--- src/rtl/imm_encode_if.sv ---
// Request/response bundle for the immediate encoder: request side carries the
// immediate and its format, response side carries the buffered encoding.
interface imm_encode_if;
   logic        in_valid;
   logic        in_ready;
   logic [31:0] ImmExt;
   logic [1:0]  ImmSrc;
   logic        out_valid;
   logic        out_ready;
   logic [24:0] immediate;
   logic        out_err;
   logic [7:0]  err_count;

   modport master (
      output in_valid, ImmExt, ImmSrc, out_ready,
      input  in_ready, out_valid, immediate, out_err, err_count
   );

   modport slave (
      input  in_valid, ImmExt, ImmSrc, out_ready,
      output in_ready, out_valid, immediate, out_err, err_count
   );
endinterface

--- src/rtl/imm_encode.sv ---
// Encodes a sign-extended immediate back into instruction bits [31:7] for
// I/B/U/J formats, flags unrepresentable values, and buffers results in a 2-deep FIFO.
module imm_encode (
   input logic         clk,
   input logic         rst_n,
   imm_encode_if.slave bus
);

   typedef struct packed {
      logic        err;
      logic [24:0] imm;
   } entry_t;

   logic [24:0] enc;
   logic        enc_err;
   logic        push;
   logic        pop;

   entry_t      mem_q [2];
   logic        rd_ptr_q;
   logic        wr_ptr_q;
   logic [1:0]  cnt_q;
   logic [7:0]  err_count_q;

   // enc holds instruction bits [31:7], so instruction bit k lands at enc[k-7].
   always_comb begin
      enc     = '0;
      enc_err = 1'b0;
      unique case (bus.ImmSrc)
         2'd0: begin
            enc[24:13] = bus.ImmExt[11:0];
            enc_err    = !((&bus.ImmExt[31:11]) || !(|bus.ImmExt[31:11]));
         end
         2'd1: begin
            enc[24]    = bus.ImmExt[12];
            enc[23:18] = bus.ImmExt[10:5];
            enc[4:1]   = bus.ImmExt[4:1];
            enc[0]     = bus.ImmExt[11];
            enc_err    = bus.ImmExt[0] ||
                         !((&bus.ImmExt[31:12]) || !(|bus.ImmExt[31:12]));
         end
         2'd2: begin
            enc[24:5] = bus.ImmExt[31:12];
            enc_err   = |bus.ImmExt[11:0];
         end
         2'd3: begin
            enc[24]    = bus.ImmExt[20];
            enc[23:14] = bus.ImmExt[10:1];
            enc[13]    = bus.ImmExt[11];
            enc[12:5]  = bus.ImmExt[19:12];
            enc_err    = bus.ImmExt[0] ||
                         !((&bus.ImmExt[31:20]) || !(|bus.ImmExt[31:20]));
         end
         default: ;
      endcase
   end

   assign push = bus.in_valid && bus.in_ready;
   assign pop  = bus.out_valid && bus.out_ready;

   always_ff @(posedge clk or negedge rst_n) begin
      if (!rst_n) begin
         mem_q[0]    <= '0;
         mem_q[1]    <= '0;
         rd_ptr_q    <= 1'b0;
         wr_ptr_q    <= 1'b0;
         cnt_q       <= 2'd0;
         err_count_q <= 8'd0;
      end else begin
         if (push) begin
            mem_q[wr_ptr_q] <= '{err: enc_err, imm: enc};
            wr_ptr_q        <= ~wr_ptr_q;
         end
         if (pop) begin
            rd_ptr_q <= ~rd_ptr_q;
         end
         if (push && !pop) begin
            cnt_q <= cnt_q + 2'd1;
         end else if (pop && !push) begin
            cnt_q <= cnt_q - 2'd1;
         end
         if (push && enc_err && (err_count_q != 8'hFF)) begin
            err_count_q <= err_count_q + 8'd1;
         end
      end
   end

   // Ready depends only on occupancy, never on out_ready.
   assign bus.in_ready  = (cnt_q != 2'd2);
   assign bus.out_valid = (cnt_q != 2'd0);
   assign bus.immediate = bus.out_valid ? mem_q[rd_ptr_q].imm : '0;
   assign bus.out_err   = bus.out_valid ? mem_q[rd_ptr_q].err : 1'b0;
   assign bus.err_count = err_count_q;

endmodule

--- src/flat_wrapper.sv ---
// flat-port wrapper written by rule: the top's interface ports become plain ports
module imm_encode_flat 
  (clk, rst_n, bus_in_valid, bus_ImmExt, bus_ImmSrc, bus_out_ready, bus_in_ready, bus_out_valid, bus_immediate, bus_out_err, bus_err_count);
  imm_encode_if bus_i ();
  input logic clk;
  input logic rst_n;
  input wire logic [$bits(bus_i.in_valid)-1:0] bus_in_valid;
  input wire logic [$bits(bus_i.ImmExt)-1:0] bus_ImmExt;
  input wire logic [$bits(bus_i.ImmSrc)-1:0] bus_ImmSrc;
  input wire logic [$bits(bus_i.out_ready)-1:0] bus_out_ready;
  output wire logic [$bits(bus_i.in_ready)-1:0] bus_in_ready;
  output wire logic [$bits(bus_i.out_valid)-1:0] bus_out_valid;
  output wire logic [$bits(bus_i.immediate)-1:0] bus_immediate;
  output wire logic [$bits(bus_i.out_err)-1:0] bus_out_err;
  output wire logic [$bits(bus_i.err_count)-1:0] bus_err_count;
  assign bus_i.in_valid = bus_in_valid;
  assign bus_i.ImmExt = bus_ImmExt;
  assign bus_i.ImmSrc = bus_ImmSrc;
  assign bus_i.out_ready = bus_out_ready;
  assign bus_in_ready = bus_i.in_ready;
  assign bus_out_valid = bus_i.out_valid;
  assign bus_immediate = bus_i.immediate;
  assign bus_out_err = bus_i.out_err;
  assign bus_err_count = bus_i.err_count;
  imm_encode u_core (.clk(clk), .rst_n(rst_n), .bus(bus_i));
endmodule
--- config.mk ---
export PLATFORM = sky130hd
export DESIGN_NAME = imm_encode_flat
export DESIGN_NICKNAME = d
export VERILOG_FILES = /design/src/rtl/imm_encode_if.sv /design/src/rtl/imm_encode.sv /design/src/flat_wrapper.sv
export SDC_FILE = /design/constraint.sdc
export NUM_CORES = 1
export LEC_CHECK = 0
export ABC_AREA = 1
export CORE_ASPECT_RATIO = 0.9
export CORE_MARGIN = 10
export CORE_UTILIZATION = 40
export CTS_CLUSTER_DIAMETER = 30
export CTS_CLUSTER_SIZE = 20
export DETAILED_ROUTE_END_ITERATION = 7
export PLACE_DENSITY = 0.65
export SYNTH_ARGS = -nofsm -noshare
export SYNTH_HDL_FRONTEND = slang
export SYNTH_SLANG_ARGS = --single-unit
--- constraint.sdc ---
create_clock -name clk -period 2.46 [get_ports clk]
set_input_delay 0.492 -clock clk [delete_from_list [all_inputs] [get_ports clk]]
set_output_delay 0.492 -clock clk [all_outputs]
set_load 0.02 [all_outputs]
==> impl_results.md, run 1 <==
* Placed cell areas at 4360 um^2
* Post-Place Cells at 662
* Endpoints failing hold at 0
* Total track usage at 15.7%
* Worst R2R Setup Slack at 700 ps
* Most common cell after layout, fill and taps aside: nand2_1
* I/O Pins at 74
* Post-route cell area at 4630 um^2
* #FFs+latches synth at 64
* H-tree depth at 3
* CTS sink cnt at 64
* Peak Freq at 417 MHz
* Setup TNS Final at 0 ps
* Grt total ovfl at 0
* Largest net degree at the start of global routing at 65
* Core Footprint at 8530 um^2
* Max Cap Viol at 0
* Initial Utilization at 40.8%
* Most frequent cells in the layout: nand2_1 (174), dfrtp_1 (63), o21ai_0 (52)
* Count of input and output buffers at 73
* Startpoint types: register
* Cell variety after synth at 29
* Fin crit share at 97.5%
* DR WL/cell at 14.1 um
* Endpoint type of the worst setup path: primary output
* Final instance count without filler cells at 681
* Mapped Cells at 477
* Drt initial violations at 199
* Post-Syn Area at 3480 um^2
* Vias per inst at 4.86
* Final Util at 54.3%
* Max IR drop VDD at 525 uV
* Tightest Hold Check Type: primary input to async pin
* Synth-to-Final Area Change at 32.9%
* DRC at 0
* Hold slack at 142 ps
* Dpl ws at 131 ps
* Post-synthesis sequential area ratio at 46.0%
* Synth warnings at 0
* # diodes at 0
* Tightest Pin Transition at 628 ps
* CTS tree: yes
* Std-Cell Rows at 32
* Worst r2r path cells at 8
* Crit Path Category: register to primary output
* Final worst path period need at 2400 ps
* Pwr Density at 1190 nW/um^2
* Dpl hpwl at 6950 um
* Worst Slack Setup Final at 60.8 ps
* Fin Clk Skew at 5.32 ps
* Routed Antenna Nets at 0
* Die Ht at 109 um
* Critical path required time at 1970 ps
* Die area at 12,800 um^2
* Pwr Total at 5.50 mW
* Initial antenna violation count at 0
* Max-slew headroom at 58.1%
* Worst Path Max Fanout at 10
* Number of setup violations in the final report at 0
* Layout cells sized above 1 at 8.54%
* FF-to-FF Start: u_core.cnt_q[0]$_DFFE_PN0P_
* P_leak at 2.32 nW
* Outcome: finished, final reports clean
* Max-slew violation count at 0
* Pre-antenna DRT Iters at 5
* Worst-skew pair later-pin latency at 340 ps
* Syn avg cell area at 7.30 um^2
* Final Net Count at 597
* Vias after detailed routing at 3,309
* Worst r2r dst: u_core.cnt_q[1]$_DFFE_PN0P_
* Longest Clk Path Bufs at 2
* Syn nets at 517
* Root Driver: clkbuf_8
* Global-route wire length before repair at 16,600 um
* Die W at 118 um
* Vias in the first global route at 3,367
* GP Congestion at 0.833
* Arr. time, crit path at 1910 ps
* Drt total wl at 9630 um
* Filler cells at 838
* RSZ-0062 raised after global routing: true
* CTS Buf Count at 9
* Clk slew on worst S/H paths at 70 ps
## final cells by class
type | instances | area [um^2] | area share (%)
clock buffers | 11 | 141 | 3.05
clock inverters | 5 | 104 | 2.24
inverters | 49 | 184 | 3.97
multi-input cells | 348 | 1620 | 35.1
flip-flops and latches | 64 | 1600 | 34.6
well taps | 119 | 149 | 3.22
repair buffers | 85 | 825 | 17.8
## worst max path at each step
stage,endpoint,start,slack (ps),cells past startpoint
floorplan,bus_immediate[20],u_core.cnt_q[1]$_DFFE_PN0P_,650,5
global route,bus_immediate[5],u_core.rd_ptr_q$_DFFE_PN0P_,-40,4
detailed placement,bus_immediate[13],u_core.cnt_q[1]$_DFFE_PN0P_,130,6
global placement,bus_immediate[1],u_core.cnt_q[1]$_DFFE_PN0P_,230,6
CTS,bus_immediate[11],u_core.rd_ptr_q$_DFFE_PN0P_,20,4
finish,bus_immediate[9],u_core.rd_ptr_q$_DFFE_PN0P_,60,4
## worst max-delay path, cell delays in order (launching register included)
cell and delay [ps]:
dfrtp_2 470, clkinv_1 230, nand2_1 80, a21oi_1 150, clkdlybuf4s50_1 630
## registers in the layout (all words and copies together) (netlist names)
name                  count
u_core.mem_q             52
u_core.bus.err_count      8
u_core.cnt_q              2
u_core.rd_ptr_q           1
u_core.wr_ptr_q           1
## routing by layer
layer	wire, um	part of all wire, %	global-route usage [%]	up-vias
li1	-	-	-	1678
met1	4660	48	20.9	1515
met2	4240	44	24.4	105
met3	618	6.4	4.12	11
met4	112	1.2	5.29	0
met5	0	0	0	-
## power by group
| part | total [mW] | internal (mW) | switching [mW] |
|---|---|---|---|
| logic | 2.62 | 1.02 | 1.60 |
| clock network | 1.11 | 0.701 | 0.412 |
| registers | 1.77 | 1.50 | 0.265 |
| total | 5.50 | 3.22 | 2.28 |
## Yosys cell counts (all sizes together)
cell type    n  area, um^2
xor2         6        52.6
dfrtp       64        1600
a22o         1        8.76
nor2        39         180
clkbuf       6        22.5
nand3       21         120
inv         48         180
o21ai       62         310
nand2      177         677
o211ai       1        7.51
ha           2        25.0
nor3         2        10.0
xnor2        3        26.3
clkinv       1        3.75
buf         10        56.3
nand4        5        37.5
o21bai       1        18.8
a221oi       1        8.76
a21oi       27         135
## logic make-up after synthesis
kind of cell,count (synthesis),share of synthesized area [%]
adders and majority gates,2,0.719
AOI/OAI and AO/OA,93,14.0
DFF,64,46.0
xor gates and xnor gates,9,2.26
and+or+nand+nor,244,29.4
buffers and inverters,65,7.55
## repair_timing
| item | in CTS | in global routing |
|---|---|---|
| hold buffers | 0 | 0 |
| buffers inserted | 0 | 3 |
| gates resized for setup | 19 | 7 |
| setup endpoints to repair | 27 | 12 |
| pin swaps | 0 | 1 |
| cloned | 0 | 0 |
(Power assumes the default switching activity.)
==> inputs of run 2 (changes only) <==
--- a/config.mk
+++ b/config.mk
@@ -8,11 +8,11 @@
 export ABC_AREA = 1
 export CORE_ASPECT_RATIO = 0.9
 export CORE_MARGIN = 10
-export CORE_UTILIZATION = 40
+export CORE_UTILIZATION = 49
 export CTS_CLUSTER_DIAMETER = 30
 export CTS_CLUSTER_SIZE = 20
 export DETAILED_ROUTE_END_ITERATION = 7
-export PLACE_DENSITY = 0.65
+export PLACE_DENSITY = 0.77
 export SYNTH_ARGS = -nofsm -noshare
 export SYNTH_HDL_FRONTEND = slang
 export SYNTH_SLANG_ARGS = --single-unit
==> run 2 against run 1 <==
Effect of this change:
- via count grew 0.82%
- combinational power is 2% higher
- final cell count shrank 3.8%
- design area is 0.84% lower
==> impl_results.md, run 2 (synthesis gave the netlist of run 1 again) <==
* Worst Path Max Fanout at 13
* Dpl hpwl at 7020 um
* Die Ht at 100 um
* Fin crit share at 97.2%
* Max IR drop VDD at 696 uV
* # diodes at 0
* Vias after detailed routing at 3,336
* Worst r2r dst: u_core.cnt_q[1]$_DFFE_PN0P_
* Longest Clk Path Bufs at 2
* CTS Buf Count at 9
* Pwr Density at 1200 nW/um^2
* Core Footprint at 6970 um^2
* Drt total wl at 9510 um
* Total track usage at 18.2%
* Arr. time, crit path at 1900 ps
* Die area at 10,900 um^2
* Tightest Pin Transition at 633 ps
* Vias per inst at 5.09
* Largest Register: u_core.mem_q
* Worst R2R Setup Slack at 680 ps
* Worst r2r path cells at 8
* Synth-to-Final Area Change at 31.8%
* Filler cells at 616
* DRC at 0
* P_leak at 2.29 nW
* Most common cell after layout, fill and taps aside: nand2_1
* Clock Power Share at 18.9%
* Worst-skew pair later-pin latency at 340 ps
* H-tree depth at 3
* Grt met2 use at 28.5%
* Met3 Track Usage GR at 7.11%
* Post-route cell area at 4590 um^2
* Fin Clk Skew at 5.96 ps
* Hold slack at 101 ps
* Die W at 109 um
* Vias in the first global route at 3,366
* Met1 usage at 23.0%
* Startpoint types: register
* Cts hold-fix bufs at 0
* I/O Pins at 74
* Sw frac at 41.9%
* Endpoint type of the worst setup path: primary output
* Pre-antenna DRT Iters at 4
* Final Net Count at 597
* Std-Cell Rows at 29
* Number of setup violations in the final report at 0
* Most frequent cells in the layout: nand2_1 (174), dfrtp_1 (64), o21ai_0 (52), clkdlybuf4s50_1 (52), inv_1 (43)
* Drt initial violations at 176
* Largest net degree at the start of global routing at 37
* Count of input and output buffers at 73
* Layout cells sized above 1 at 8.54%
* CTS tree: yes
* RSZ-0062 raised after global routing: false
* Max-slew violation count at 0
* Dpl ws at -20.7 ps
* Routed Antenna Nets at 0
* Grt total ovfl at 0
* Root Driver: clkbuf_8
* FF-to-FF Start: u_core.cnt_q[0]$_DFFE_PN0P_
* Outcome: finished, final reports clean
* Tightest Hold Check Type: primary input to async pin
* Max-slew headroom at 57.7%
* Placed cell areas at 4340 um^2
* Critical path required time at 1970 ps
* Peak Freq at 418 MHz
* Initial antenna violation count at 0
* Global-route wire length before repair at 15,900 um
* DR WL/cell at 14.5 um
* Sequential share of power at 32.2%
* Combinational power share at 48.9%
* Endpoints failing hold at 0
* Top Usage Layer GRT: met2
* Worst Slack Setup Final at 68.7 ps
* Clk slew on worst S/H paths at 70 ps
* CTS sink cnt at 64
* Max Cap Viol at 0
* Final worst path period need at 2390 ps
* GP Congestion at 0.878
* Max FFs per register at 52
* Internal power at 3.19 mW
* Initial Utilization at 50.0%
* Crit Path Category: register to primary output
* Psw at 2.30 mW
## run 2: changes by cell type in the layout (fill, tap and decap cells not counted), sizes merged
cell / delta
dlymetal6s2s: +1
bufinv: -1
clkinv: +1
clkdlybuf4s50: +4
clkdlybuf4s15: +1
dlygate4sd2: -6
## run 2: area by class of cell
class,instances,area (um^2),area share [%]
sequential,64,1600,34.9
tap,93,116,2.54
timing repair buffer,85,835,18.2
clock buffer,11,151,3.30
clock inverter,5,78.8,1.72
multi-input combinational,348,1620,35.4
inverter,49,184,4.01
## run 2: per-layer routing
| layer | vias up | part of all wire (%) |
|---|---|---|
| met5 | - | 0 |
| met4 | 0 | 1.1 |
| met3 | 12 | 8.2 |
| met2 | 110 | 46 |
| met1 | 1542 | 45 |
| li1 | 1672 | - |
## run 2: worst max-delay path by stage
stage | slack [ps] | endpoint | start
floorplan | 650 | bus_immediate[20] | u_core.cnt_q[1]$_DFFE_PN0P_
global placement | 50 | bus_immediate[18] | u_core.cnt_q[1]$_DFFE_PN0P_
detailed placement | -20 | bus_immediate[4] | u_core.cnt_q[1]$_DFFE_PN0P_
CTS | 10 | bus_immediate[16] | u_core.cnt_q[1]$_DFFE_PN0P_
global route | 1 | bus_immediate[6] | u_core.rd_ptr_q$_DFFE_PN0P_
finish | 70 | bus_immediate[6] | u_core.rd_ptr_q$_DFFE_PN0P_
## run 2: metrics by stage
stage / std cells / total power, mW / utilization [%] / TNS (ps)
2_1_floorplan: 477 / 3.38 / - / 0
3_3_place_gp: 638 / 4.50 / 62.3 / 0
3_5_place_dp: 638 / 4.58 / 62.3 / -23.8
4_1_cts: 655 / 5.54 / 65.6 / 0
5_1_grt: 655 / 5.90 / 65.9 / 0
6_report: 655 / 5.49 / 65.9 / 0
## run 2: timing repair
item | CTS | global route
endpoints found under the setup margin | 18 | 9
pin swaps | 1 | 0
gates resized for setup | 13 | 9
setup buffers | 1 | 0
## run 2: power by group through the flow
stage | Combinational (mW) | Clock [mW] | Sequential [mW]
floorplan | 1.63 | 0 | 1.75
global route | 2.99 | 1.10 | 1.81
global placement | 2.75 | 0 | 1.75
finish | 2.68 | 1.04 | 1.76
detailed placement | 2.81 | 0 | 1.77
CTS | 2.73 | 1.05 | 1.76
## run 2: worst max-delay path, stage by stage (launching register included)
cell             delay [ps]
dfrtp_1                 400
buf_4                   230
nand2_1                  70
a21oi_1                 210
clkdlybuf4s50_1         650
==> inputs of run 3 (changes only) <==
--- a/config.mk
+++ b/config.mk
@@ -8,11 +8,11 @@
 export ABC_AREA = 1
 export CORE_ASPECT_RATIO = 0.9
 export CORE_MARGIN = 10
-export CORE_UTILIZATION = 49
+export CORE_UTILIZATION = 55
 export CTS_CLUSTER_DIAMETER = 30
 export CTS_CLUSTER_SIZE = 20
 export DETAILED_ROUTE_END_ITERATION = 7
-export PLACE_DENSITY = 0.77
+export PLACE_DENSITY = 0.85
 export SYNTH_ARGS = -nofsm -noshare
 export SYNTH_HDL_FRONTEND = slang
 export SYNTH_SLANG_ARGS = --single-unit
==> run 3 against run 2 <==
Effect of this change:
- first-iteration DRC count up 16%
- routed wire length increased by 2.3%
- sequential power is essentially flat
- sequential cell count did not move
- critical endpoint is now bus_out_valid
==> impl_results.md, run 3 (synthesis gave the netlist of run 1 again) <==
* Top sig layer: met4
* Arr. time, crit path at 1900 ps
* Fin Clk Skew at 7.44 ps
* Total track usage at 20.2%
* DRC at 0
* Vias per inst at 5.34
* Fin crit share at 97.1%
* Synth-to-Final Area Change at 29.6%
* CTS tree: yes
* Tightest Pin Transition at 629 ps
* Std-Cell Rows at 27
* Drt initial violations at 204
* Endpoints failing hold at 0
* Most common cell after layout, fill and taps aside: nand2_1
* Worst-skew pair later-pin latency at 340 ps
* Endpoint type of the worst setup path: primary output
* Largest net degree at the start of global routing at 37
* Final Util at 73.4%
* Outcome: finished, final reports clean
* Max Cap Viol at 0
* Pwr Total at 5.39 mW
* Dpl hpwl at 7110 um
* DR WL/cell at 15.1 um
* GP Congestion at 0.897
* Vias after detailed routing at 3,438
* # diodes at 0
* Die Ht at 95.5 um
* M1 WL at 4190 um
* Core Footprint at 6150 um^2
* H-tree depth at 3
* RSZ-0062 raised after global routing: false
* Initial antenna violation count at 0
* CTS sink cnt at 64
* Critical path required time at 1970 ps
* DR WL met3 at 650 um
* Startpoint types: register
* Largest Register: u_core.mem_q
* Pre-antenna DRT Iters at 5
* Drt total wl at 9720 um
* Initial Utilization at 56.6%
* Count of input and output buffers at 73
* Clk slew on worst S/H paths at 70 ps
* CTS Buf Count at 9
* Peak Freq at 418 MHz
* Setup TNS Final at 0 ps
* Global-route wire length before repair at 16,400 um
* Tightest Hold Check Type: primary input to async pin
* Cts hold-fix bufs at 0
* Layout cells sized above 1 at 8.08%
* Final worst path period need at 2390 ps
* Met2 WL at 4650 um
* Pwr Density at 1190 nW/um^2
* Die area at 9920 um^2
* Grt total ovfl at 0
* Max IR drop VDD at 607 uV
* Most frequent cells in the layout: nand2_1 (174), dfrtp_1 (63), o21ai_0 (52), clkdlybuf4s50_1 (52), inv_1 (43)
* Max-slew violation count at 0
* Longest Clk Path Bufs at 2
* Setup Fix Bufs, Post-CTS at 0
* Max FFs per register at 52
* I/O Pins at 74
* Routed Antenna Nets at 0
* Worst Path Max Fanout at 19
* P_leak at 2.20 nW
* Root Driver: clkbuf_8
* Crit Path Category: register to primary output
* Final Net Count at 594
* Vias in the first global route at 3,377
* Hold slack at 78.5 ps
* Die W at 104 um
* Max-slew headroom at 58.0%
* Number of setup violations in the final report at 0
-- run 3: cell count changes in the layout (fill, tap and decap cells not counted), sizes merged --
cell and delta:
dlygate4sd2 +8, dlymetal6s2s -7, buf -3, clkbuf -1
clkdlybuf4s15 -1, clkinv -1
-- run 3: path summary, 6_finish.rpt --
| path | startpoint | to | slack (ps) | cells past startpoint |
|---|---|---|---|---|
| setup reg to reg | u_core.cnt_q[1]$_DFFE_PN0P_ | u_core.cnt_q[1]$_DFFE_PN0P_ | 550 | 8 |
| hold reg to reg | u_core.mem_q[48]$_DFFE_PN0P_ | u_core.mem_q[48]$_DFFE_PN0P_ | 470 | 2 |
| hold / removal | rst_n | u_core.mem_q[48]$_DFFE_PN0P_ | 80 | 1 |
| setup / recovery | u_core.cnt_q[1]$_DFFE_PN0P_ | bus_out_valid | 70 | 4 |
| min in group clk | u_core.mem_q[48]$_DFFE_PN0P_ | u_core.mem_q[48]$_DFFE_PN0P_ | 470 | 2 |
| max in group asynchronous | rst_n | u_core.mem_q[42]$_DFFE_PN0P_ | 1720 | 2 |
-- run 3: worst max-delay path, stage by stage (launching register included) --
cell and delay, ps:
dfrtp_1 450, nor2_4 280, inv_1 70, buf_4 210, clkdlybuf4s50_1 560
-- run 3: power by group --
part           internal (mW)  switching, mW
Clock                  0.583          0.385
Combinational           1.00           1.62
Sequential              1.51          0.288
-- run 3: metal layers --
layer | GRT usage, % | up-vias
li1 | - | 1665
met1 | 23.9 | 1595
met2 | 34.7 | 149
met3 | 4.99 | 29
met4 | 8.56 | 0
met5 | 0 | -
-- run 3: timing repair --
item	4_1_cts	5_1_grt
gates cloned	0	0
endpoints found under the setup margin	27	1
resized for setup	22	1
-- run 3: area by class of cell --
class / instances / area [um^2]
clock buffers: 10 / 138
clock inverters: 4 / 70.1
fillers: 505 / 1640
inverters: 49 / 185
multi-input cells: 348 / 1620
flip-flops and latches: 64 / 1600
well taps: 87 / 109
repair buffers: 82 / 785
-- run 3: per-stage QoR --
step / area [um^2] / setup WS (ps) / cells
6_report: 4510 / 70.3 / 644
5_1_grt: 4510 / 1.94 / 644
4_1_cts: 4510 / 40.4 / 644
3_5_place_dp: 4320 / 143 / 630
3_3_place_gp: 4320 / 223 / 630
2_1_floorplan: 3480 / 646 / 477
